[config.mk]
export PLATFORM = sky130hd
export DESIGN_NAME = alu_mul_seq
export DESIGN_NICKNAME = d
export VERILOG_FILES = /design/src/rtl/alu_mul_seq.sv
export SDC_FILE = /design/constraint.sdc
export NUM_CORES = 1
export LEC_CHECK = 0
export CAP_MARGIN = 20
export CORE_ASPECT_RATIO = 1.4
export CORE_UTILIZATION = 40
export CTS_CLUSTER_DIAMETER = 80
export DETAILED_ROUTE_END_ITERATION = 10
export GPL_ROUTABILITY_DRIVEN = 0
export PLACE_DENSITY = 0.7
export SLEW_MARGIN = 20
export SYNTH_ARGS = -nofsm -noshare
export SYNTH_HDL_FRONTEND = slang
export SYNTH_SLANG_ARGS = --single-unit
[constraint.sdc]
create_clock -name clk -period 2 [get_ports clk]
set_input_delay 0.2 -clock clk [delete_from_list [all_inputs] [get_ports clk]]
set_output_delay 0.2 -clock clk [all_outputs]
set_load 0.005 [all_outputs]
[src/rtl/alu_mul_seq.sv]
// Sequential 32x32 unsigned shift-add multiplier that borrows an external 32-bit ALU for every add.
// Optional MUL_EARLY_EXIT_EN: stop iterating once the remaining multiplier bits are all zero.
module alu_mul_seq #(
  parameter int WIDTH = 32
) (
  input  logic                 clk,
  input  logic                 rst_n,
  // valid/ready: a transfer happens on a rising edge where both valid and ready
  // are high; the producer holds its data stable until then.
  input  logic                 in_valid,
  output logic                 in_ready,
  input  logic [WIDTH-1:0]     in_a,
  input  logic [WIDTH-1:0]     in_b,
  output logic                 out_valid,
  input  logic                 out_ready,
  output logic [2*WIDTH-1:0]   product,
  output logic [WIDTH-1:0]     alu_a,
  output logic [WIDTH-1:0]     alu_b,
  output logic [2:0]           alu_s,
  output logic                 alu_cin,
  input  logic [WIDTH-1:0]     alu_f,
  input  logic                 alu_cout,
  output logic [1:0]           o_dbg_state
);

  typedef enum logic [1:0] {
    S_IDLE = 2'd0,
    S_RUN  = 2'd1,
    S_DONE = 2'd2
  } state_t;

  state_t               r_state;
  logic [WIDTH-1:0]     r_mcand;
  logic [WIDTH-1:0]     r_acc;
  logic [WIDTH-1:0]     r_mq;
  logic [5:0]           r_count;
  logic [2*WIDTH-1:0]   r_product;
  logic [2*WIDTH-1:0]   w_step;

  // ALU sum and carry shift in together, so the 33-bit add result is never truncated.
  assign w_step = {alu_cout, alu_f, r_mq[WIDTH-1:1]};

`ifdef MUL_EARLY_EXIT_EN
  logic [WIDTH-1:0]     r_mrem;
  logic [2*WIDTH-1:0]   w_align;

  // Unconsumed multiplier bits in mq are zero here, so one shift lands the product.
  assign w_align = {r_acc, r_mq} >> (6'd32 - r_count);
`endif

  always_ff @(posedge clk) begin
    if (!rst_n) begin
      r_state   <= S_IDLE;
      r_mcand   <= '0;
      r_acc     <= '0;
      r_mq      <= '0;
      r_count   <= '0;
      r_product <= '0;
`ifdef MUL_EARLY_EXIT_EN
      r_mrem    <= '0;
`endif
    end else begin
      case (r_state)
        S_IDLE: begin
          if (in_valid) begin
            r_mcand <= in_a;
            r_mq    <= in_b;
            r_acc   <= '0;
            r_count <= '0;
`ifdef MUL_EARLY_EXIT_EN
            r_mrem  <= in_b;
`endif
            r_state <= S_RUN;
          end
        end
        S_RUN: begin
`ifdef MUL_EARLY_EXIT_EN
          if (r_mrem == '0) begin
            {r_acc, r_mq} <= w_align;
            r_product     <= w_align;
            r_state       <= S_DONE;
          end else begin
            r_mrem <= r_mrem >> 1;
`else
          begin
`endif
            {r_acc, r_mq} <= w_step;
            r_count       <= r_count + 6'd1;
            if (r_count == 6'd31) begin
              r_product <= w_step;
              r_state   <= S_DONE;
            end
          end
        end
        S_DONE: begin
          if (out_ready) r_state <= S_IDLE;
        end
        default: r_state <= S_IDLE;
      endcase
    end
  end

  assign in_ready    = (r_state == S_IDLE);
  assign out_valid   = (r_state == S_DONE);
  assign product     = r_product;
  assign alu_a       = (r_state == S_RUN) ? r_acc : '0;
  assign alu_b       = ((r_state == S_RUN) && r_mq[0]) ? r_mcand : '0;
  assign alu_s       = 3'd3;
  assign alu_cin     = 1'b0;
  assign o_dbg_state = r_state;

endmodule

==> qor.json, run 1 <==
{
  "final_antenna_net_count": {"value": 0},
  "path_class": {"value": "flip-flop to output pin"},
  "power-per-cell-area": {"value": 771, "unit": "nW/µm²"},
  "cellLeakagePower": {"value": 0.00434, "unit": "µW"},
  "die_y": {"value": 157, "unit": "µm"},
  "cts.clk_slew.worst_paths": {"value": 0.08, "unit": "ns"},
  "synth_area_leader_cell": {"value": "sky130_fd_sc_hd__dfxtp_1"},
  "rsz0062_at_grt": {"value": "true"},
  "regToRegEndpoint": {"value": "product[19]$_SDFFE_PN0P_"},
  "peak_fanout_along_the_critical_path": {"value": 18},
  "post-layout-total-power": {"value": 7830, "unit": "µW"},
  "synth-warning-count": {"value": 0},
  "min-delay-path-class": {"value": "primary input to flip-flop"},
  "worstSetupEndpointType": {"value": "output pin"},
  "synth_compound_gate_area_share": {"value": 0.0972},
  "slew_violations": {"value": 0},
  "grt_pass1_vias": {"value": 5920},
  "synthToLayoutAreaGrowth": {"value": 47.6, "unit": "%"},
  "synth.mux.area_fraction": {"value": 0.0947},
  "grt_start_max_net_pins": {"value": 76},
  "synth_enable_flop_cells": {"value": 0},
  "drcViolationCount": {"value": 0},
  "synth_top_area_frac": {"value": 0.489},
  "clock_tree.buffer_depth": {"value": 2},
  "std_cell_rows": {"value": 56},
  "regToRegStartpoint": {"value": "o_dbg_state[1]$_SDFFE_PN0P_"},
  "critical_path.startpoint_type": {"value": "flip-flop"},
  "synth.ff_latch_count": {"value": 168},
  "synth.avg_cell_area": {"value": 8.29, "unit": "µm²"},
  "synth-async-reset-ratio": {"value": 0},
  "max_slew.worst_pin.slew": {"value": 0.585, "unit": "ns"},
  "crit_required": {"value": 1.80, "unit": "ns"},
  "detail_route.wirelength": {"value": 19500, "unit": "µm"},
  "cts_made_buffers": {"value": 17},
  "synth_seq_area_share": {"value": 0.489},
  "grt_first_pass_wirelength": {"value": 30100, "unit": "µm"},
  "timing.clock.skew": {"value": 0.0158, "unit": "ns"},
  "synth_top_family_by_area": {"value": "simple AND/OR/NAND/NOR gates"},
  "num_vias": {"value": 6337},
  "critPathCapture": {"value": "alu_b[18]"},
  "synth_simple_gate_area_frac": {"value": 0.262},
  "cp.depth": {"value": 5},
  "yosys-top-cells-area": {"value": "sky130_fd_sc_hd__dfxtp_1 49%, sky130_fd_sc_hd__nand2_1 12%, sky130_fd_sc_hd__mux2i_1 9.3%"},
  "fp.dieW": {"value": 113, "unit": "µm"},
  "globalRoute.totalOverflow": {"value": 0},
  "setup.worst_path.start": {"value": "o_dbg_state[0]$_SDFFE_PN0P_"},
  "tritoncts": {"value": "yes"},
  "crit_chain": {"value": "nor2b_4, buf_4, clkbuf_16, and3_1, dlygate4sd2_1"},
  "run_status": {"value": "completed"},
  "final_count_of_negative_setup_slack_endpoints": {"value": 0},
  "grt_antenna_before_repair": {"value": 0},
  "io-pin-count": {"value": 237},
  "portBuffers": {"value": 232},
  "worst-r2r-setup-slack": {"value": 0.29, "unit": "ns"},
  "timing.critical_path.slowest_stage_cell": {"value": "sky130_fd_sc_hd__dfxtp_2"},
  "min_period": {"value": 1.97, "unit": "ns"},
  "cts_root_buffer": {"value": "sky130_fd_sc_hd__clkbuf_16"},
  "hpwlAfterDp": {"value": 12300, "unit": "µm"},
  "synth_cell_types": {"value": 32},
  "post_synth_fa_ha_maj_area_fraction": {"value": 0.00182},
  "layout-drive-gt1-share": {"value": 0.0722},
  "clock_insertion_delay_worst_skew": {"value": 0.43, "unit": "ns"},
  "holdBufCountCts": {"value": 0},
  "fp.coreArea": {"value": 16800, "unit": "µm²"},
  "max_clock_freq": {"value": 0.507, "unit": "GHz"},
  "drtIter0Drc": {"value": 245},
  "globalRouteTotalUtil": {"value": 0.213},
  "finalHoldViolations": {"value": 0},
  "synth_flop_cell": {"value": "sky130_fd_sc_hd__dfxtp_1"},
  "die-area": {"value": 17700, "unit": "µm²"},
  "design.final.nets": {"value": 1141},
  "holdWs": {"value": 0.296, "unit": "ns"},
  "initial_utilization": {"value": 0.409},
  "maxCapViolCount": {"value": 0},
  "critical-path-max-stage-delay": {"value": 0.33, "unit": "ns"},
  "syn_inst": {"value": 830},
  "timing.max_slew.rel_slack": {"value": 0.610},
  "final.period_utilization": {"value": 0.987},
  "h_tree_depth_reported_by_cts": {"value": 4},
  "crit_arrival": {"value": 1.77, "unit": "ns"},
  "post_synth_xor_area_fraction": {"value": 0},
  "drt-pass1-iter-count": {"value": 6},
  "reg2regPathDepth": {"value": 5},
  "detail_route.wl_per_cell": {"value": 15.5, "unit": "µm"},
  "avgViaCountPerCell": {"value": 5.05},
  "cp.buffers_inverters": {"value": 3},
  "worst_path_top_cell_family_by_delay": {"value": "buffers and inverters"},
  "worst_ir_drop_vdd": {"value": 0.442, "unit": "mV"},
  "synth.cell_area": {"value": 6880, "unit": "µm²"},
  "num-fill-cells": {"value": 1511},
  "clock_sinks": {"value": 168},
  "finish.utilization": {"value": 0.604}
}
-- layout by cell type, fill, tap and decap left out, drive strengths merged --
cell type | netlist | routed
nor2 | 66 | 66
dlygate4sd2 | 0 | 43
a21oi | 68 | 68
o21ai | 2 | 2
dfxtp | 168 | 168
or3b | 1 | 1
bufbuf | 0 | 1
clkinvlp | 0 | 1
nand2b | 1 | 1
or4 | 1 | 1
diode | 0 | 1
dlymetal6s2s | 0 | 18
conb | 2 | 4
o21a | 1 | 1
nand2 | 226 | 226
inv | 1 | 10
or3 | 2 | 2
ha | 1 | 1
nor3b | 2 | 2
and3 | 32 | 32
o221ai | 32 | 32
clkbuf | 43 | 21
o21ba | 1 | 1
nand3 | 40 | 40
bufinv | 0 | 1
a31oi | 2 | 2
mux2i | 64 | 64
mux2 | 1 | 1
clkdlybuf4s15 | 0 | 2
clkinv | 0 | 4
and2 | 32 | 32
nand4 | 1 | 1
o311ai | 1 | 1
buf | 34 | 30
nor2b | 4 | 4
nor3 | 1 | 1
clkdlybuf4s50 | 0 | 167
-- logic make-up after synthesis --
group / after synthesis
flip-flops: 168
AND/OR/NAND/NOR: 409
buffers and inverters: 78
multiplexers: 65
AO/OA/AOI/OAI: 107
adder cells (fa/ha/maj): 1
other: 2
-- Yosys cell counts (2+ instances only) --
| cell type | number |
|---|---|
| sky130_fd_sc_hd__o21ai_0 | 2 |
| sky130_fd_sc_hd__buf_1 | 2 |
| sky130_fd_sc_hd__and2_1 | 32 |
| sky130_fd_sc_hd__a21oi_1 | 68 |
| sky130_fd_sc_hd__nor2b_1 | 4 |
| sky130_fd_sc_hd__conb_1 | 2 |
| sky130_fd_sc_hd__dfxtp_1 | 168 |
| sky130_fd_sc_hd__nand2_1 | 226 |
| sky130_fd_sc_hd__mux2i_1 | 64 |
| sky130_fd_sc_hd__o221ai_1 | 32 |
| sky130_fd_sc_hd__buf_4 | 11 |
| sky130_fd_sc_hd__a31oi_1 | 2 |
| sky130_fd_sc_hd__buf_2 | 18 |
| sky130_fd_sc_hd__or3_1 | 2 |
| sky130_fd_sc_hd__nor2_1 | 66 |
| sky130_fd_sc_hd__buf_6 | 3 |
| sky130_fd_sc_hd__nand3_1 | 40 |
| sky130_fd_sc_hd__and3_1 | 32 |
| sky130_fd_sc_hd__clkbuf_1 | 43 |
-- worst min path at each step --
stage | from | endpoint | slack, ns | depth (start not counted)
after global placement | r_mcand[29]$_SDFFE_PN0P_ | r_mcand[29]$_SDFFE_PN0P_ | 0.44 | 2
after detailed placement | r_mcand[26]$_SDFFE_PN0P_ | r_mcand[26]$_SDFFE_PN0P_ | 0.44 | 2
after global routing | in_a[9] | r_mcand[9]$_SDFFE_PN0P_ | 0.31 | 3
after floorplan | in_a[0] | r_mcand[0]$_SDFFE_PN0P_ | 0.34 | 2
after CTS | in_a[11] | r_mcand[11]$_SDFFE_PN0P_ | 0.30 | 3
final | rst_n | product[17]$_SDFFE_PN0P_ | 0.30 | 3
-- power by group --
| group | switching [µW] | internal [µW] |
|---|---|---|
| registers | 82.6 | 3490 |
| logic | 456 | 458 |
| clock network | 1560 | 1790 |
| total | 2100 | 5740 |
-- per-stage QoR --
step	TNS, ns	setup slack [ns]	instances	cell area [µm²]
floorplan	0	0.550	832	6890
global placement	0	0.264	1209	9340
detailed placement	0	0.231	1209	9340
CTS	-1.78	-0.122	1244	9970
global route	-0.984	-0.0573	1255	10200
finish	0	0.0258	1256	10200
-- routing by layer --
metal,up-vias,wire length [µm],GRT usage,share of wire
li1,3182,-,-,-
met1,2964,8090,0.241,0.41
met2,163,10100,0.389,0.52
met3,28,870,0.0451,0.045
met4,0,447,0.0877,0.023
met5,-,0,0,0
-- worst reg2reg max path: stages, from the launching register on --
cell	delay [ns]
sky130_fd_sc_hd__dfxtp_1	0.34
sky130_fd_sc_hd__buf_4	0.18
sky130_fd_sc_hd__nand2b_4	0.24
sky130_fd_sc_hd__nor3_4	0.25
sky130_fd_sc_hd__buf_12	0.35
sky130_fd_sc_hd__mux2i_1	0.27
-- sequential cells by signal, summed over array words and instances (netlist names) --
signal	cells
o_dbg_state	2
r_mq	32
r_mcand	32
product	64
r_acc	32
r_count	6
-- timing repair --
action,CTS,global route
setup buffers,1,8
pin swaps,0,0
cloned,2,3
resized for setup,49,24
setup endpoints to repair,64,18
-- layout make-up --
| cell class | instances | area (µm²) | share of cell area |
|---|---|---|---|
| antenna | 1 | 2.50 | 0.000246 |
| clock buffer | 17 | 425 | 0.0419 |
| clock inverter | 15 | 178 | 0.0175 |
| inverter | 1 | 3.75 | 0.000369 |
| multi-input combinational | 586 | 3170 | 0.312 |
| sequential | 168 | 3360 | 0.331 |
| tap | 203 | 254 | 0.0250 |
| timing repair buffer | 265 | 2760 | 0.272 |
No activity file was read; power rests on OpenSTA's default activity.
==> run 2: changes to the inputs <==
--- a/config.mk
+++ b/config.mk
@@ -10,8 +10,9 @@
 export CORE_UTILIZATION = 40
 export CTS_CLUSTER_DIAMETER = 80
 export DETAILED_ROUTE_END_ITERATION = 10
+export DONT_BUFFER_PORTS = 1
 export GPL_ROUTABILITY_DRIVEN = 0
-export PLACE_DENSITY = 0.7
+export PLACE_DENSITY = 0.52
 export SLEW_MARGIN = 20
 export SYNTH_ARGS = -nofsm -noshare
 export SYNTH_HDL_FRONTEND = slang
==> run 2 against run 1 <==
  * Die area unchanged
  * Non-clock buffer count fell by 96
  * Worst hold slack worse by 0.28 ns
  * Core utilization shrank 6.6 points
  * Wire length down 0.67%
  * Sequential cell count unchanged
  * Clock skew shrank 0.0054 ns
  * Combinational power is 17% lower
  * Clock power shrank 8.7%
  * Critical path type is now flip-flop to flip-flop
  * Critical endpoint is now r_mq[27]$_SDFFE_PN0P_
  * Highest routed layer unchanged
==> qor.json, run 2 (synthesized netlist as in run 1, its figures left out) <==
{
  "timing.critical_path.slowest_stage_cell": {"value": "sky130_fd_sc_hd__dlygate4sd3_1"},
  "holdWs": {"value": 0.0149, "unit": "ns"},
  "path_class": {"value": "flip-flop to flip-flop"},
  "maxCapViolCount": {"value": 0},
  "drtIter0Drc": {"value": 381},
  "power_frac_clock": {"value": 0.414},
  "critical_path.startpoint_type": {"value": "flip-flop"},
  "slew_violations": {"value": 0},
  "cts_made_buffers": {"value": 17},
  "detailed_place.area": {"value": 6970, "unit": "µm²"},
  "globalRoute.totalOverflow": {"value": 0},
  "final_antenna_net_count": {"value": 0},
  "min_period": {"value": 1.85, "unit": "ns"},
  "insertedDiodeCount": {"value": 0},
  "final.period_utilization": {"value": 0.926},
  "avgViaCountPerCell": {"value": 5.39},
  "clock_sinks": {"value": 168},
  "regToRegStartpoint": {"value": "o_dbg_state[1]$_SDFFE_PN0P_"},
  "seqPwrFrac": {"value": 0.483},
  "num_vias": {"value": 6241},
  "min-delay-path-class": {"value": "primary input to flip-flop"},
  "detail_route.wl_per_cell": {"value": 16.7, "unit": "µm"},
  "worst_ir_drop_vdd": {"value": 0.491, "unit": "mV"},
  "clock_insertion_delay_worst_skew": {"value": 0.42, "unit": "ns"},
  "clock_tree.buffer_depth": {"value": 2},
  "grt_first_pass_wirelength": {"value": 30800, "unit": "µm"},
  "setup.worst_path.start": {"value": "o_dbg_state[1]$_SDFFE_PN0P_"},
  "critical-path-max-stage-delay": {"value": 0.59, "unit": "ns"},
  "cp.depth": {"value": 5},
  "peak_fanout_along_the_critical_path": {"value": 35},
  "final_common_cell": {"value": "sky130_fd_sc_hd__nand2_1"},
  "layout-drive-gt1-share": {"value": 0.0545},
  "portBuffers": {"value": 0},
  "cellLeakagePower": {"value": 0.00327, "unit": "µW"},
  "finalHoldViolations": {"value": 0},
  "run_status": {"value": "completed"},
  "final_area": {"value": 9060, "unit": "µm²"},
  "drt-pass1-iter-count": {"value": 7},
  "final_cell_mix": {"value": "226 x sky130_fd_sc_hd__nand2_1, 168 x sky130_fd_sc_hd__dfxtp_1, 151 x sky130_fd_sc_hd__dlygate4sd3_1, 68 x sky130_fd_sc_hd__a21oi_1, 66 x sky130_fd_sc_hd__nor2_1"},
  "fin_ws": {"value": 0.148, "unit": "ns"},
  "placed_cells": {"value": 975},
  "synthToLayoutAreaGrowth": {"value": 31.6, "unit": "%"},
  "tns": {"value": 0, "unit": "ns"},
  "grt_pass1_vias": {"value": 6196},
  "internal-power": {"value": 5600, "unit": "µW"},
  "rsz0062_at_grt": {"value": "false"},
  "max_clock_freq": {"value": 0.540, "unit": "GHz"},
  "cts.clk_slew.worst_paths": {"value": 0.06, "unit": "ns"},
  "cts_root_buffer": {"value": "sky130_fd_sc_hd__clkbuf_16"},
  "net-switching-power": {"value": 1790, "unit": "µW"},
  "fp.dieW": {"value": 113, "unit": "µm"},
  "reg2regPathDepth": {"value": 5},
  "io-pin-count": {"value": 237},
  "die_y": {"value": 157, "unit": "µm"},
  "initial_utilization": {"value": 0.409},
  "timing.hold.worst.start": {"value": "in_b[15]"},
  "fp.coreArea": {"value": 16800, "unit": "µm²"},
  "detail_route.wirelength": {"value": 19400, "unit": "µm"},
  "regToRegEndpoint": {"value": "r_mq[27]$_SDFFE_PN0P_"},
  "largest_register_ffs": {"value": 64},
  "die-area": {"value": 17700, "unit": "µm²"},
  "dp_slack": {"value": 0.327, "unit": "ns"},
  "final_cell_count_no_fill": {"value": 1158},
  "globalRouteTotalUtil": {"value": 0.219},
  "timing.clock.skew": {"value": 0.0104, "unit": "ns"},
  "netSwitchingFraction": {"value": 0.242},
  "worst-r2r-setup-slack": {"value": 0.15, "unit": "ns"},
  "grt_start_max_net_pins": {"value": 95},
  "worstSetupEndpointType": {"value": "flip-flop"},
  "grt_antenna_before_repair": {"value": 0},
  "crit_arrival": {"value": 2.20, "unit": "ns"},
  "hpwlAfterDp": {"value": 11600, "unit": "µm"},
  "crit_required": {"value": 2.35, "unit": "ns"},
  "h_tree_depth_reported_by_cts": {"value": 4},
  "final_count_of_negative_setup_slack_endpoints": {"value": 0},
  "combinationalPowerShare": {"value": 0.103},
  "drcViolationCount": {"value": 0},
  "crit_chain": {"value": "nand2b_4, buf_6, o221ai_1, dlygate4sd3_1, nor2_1"},
  "cp.buffers_inverters": {"value": 2},
  "tritoncts": {"value": "yes"},
  "power-per-cell-area": {"value": 816, "unit": "nW/µm²"},
  "std_cell_rows": {"value": 56},
  "design.final.nets": {"value": 1045},
  "worst_path_top_cell_family_by_delay": {"value": "buffers and inverters"},
  "critPathCapture": {"value": "r_mq[27]$_SDFFE_PN0P_"},
  "post_cts_setup_buffer_count": {"value": 0}
}
## run 2: cell types whose count changed in the layout (fill, tap and decap cells not counted), moves of 5 or more
cell                              previous run  this run
sky130_fd_sc_hd__clkdlybuf4s50_1           167         0
sky130_fd_sc_hd__dlygate4sd3_1               0       151
sky130_fd_sc_hd__dlygate4sd2_1              43         0
sky130_fd_sc_hd__dlymetal6s2s_1             18         0
sky130_fd_sc_hd__buf_4                      20        11
sky130_fd_sc_hd__inv_6                       6         0
sky130_fd_sc_hd__buf_12                      9         4
sky130_fd_sc_hd__clkbuf_1                    0         5
## run 2: cell type report
cell class	count	area [µm²]
multi-input cells	586	3170
repair buffers	169	1720
clock inverters	7	71.3
clock buffers	24	472
fillers	1552	7760
flip-flops and latches	168	3360
inverters	1	3.75
well taps	203	254
## run 2: routing by layer
layer  track usage  share of wire  routed length [µm]  vias up
li1              -              -                   -     2988
met1         0.239           0.40                7680     3029
met2         0.407           0.53               10300      202
met3        0.0562          0.057                1100       22
met4        0.0815          0.015                 299        0
met5             0              0                   0        -
## run 2: power groups by stage
stage                     Sequential [µW]  Clock [µW]  Combinational [µW]
after global routing                 3590        3280                 844
after detailed placement             3650           0                 526
after CTS                            3570        3150                 754
after global placement               3640           0                 508
after floorplan                      3620           0                 457
final                                3570        3060                 758
## run 2: worst min-delay path by stage
stage                                             end  slack [ns]  cells after the start
final                           r_mq[15]$_SDFFE_PN0P_        0.01                      2
after global routing      o_dbg_state[1]$_SDFFE_PN0P_       0.006                      2
after CTS                        r_mq[5]$_SDFFE_PN0P_       0.001                      2
after detailed placement       r_acc[26]$_SDFFE_PN0P_        0.34                      2
after global placement         r_acc[26]$_SDFFE_PN0P_        0.34                      2
after floorplan               r_mcand[0]$_SDFFE_PN0P_        0.34                      2
## run 2: metrics by stage
step	util	power, µW
final	0.539	7390
after global routing	0.539	7720
after CTS	0.538	7470
after detailed placement	0.415	4170
after global placement	0.415	4150
after floorplan	-	4080
## run 2: what timing repair did
action,CTS,global route
gates resized for setup,0,2
hold buffers,152,0
endpoints found under the setup margin,0,21
hold endpoints to repair,161,0
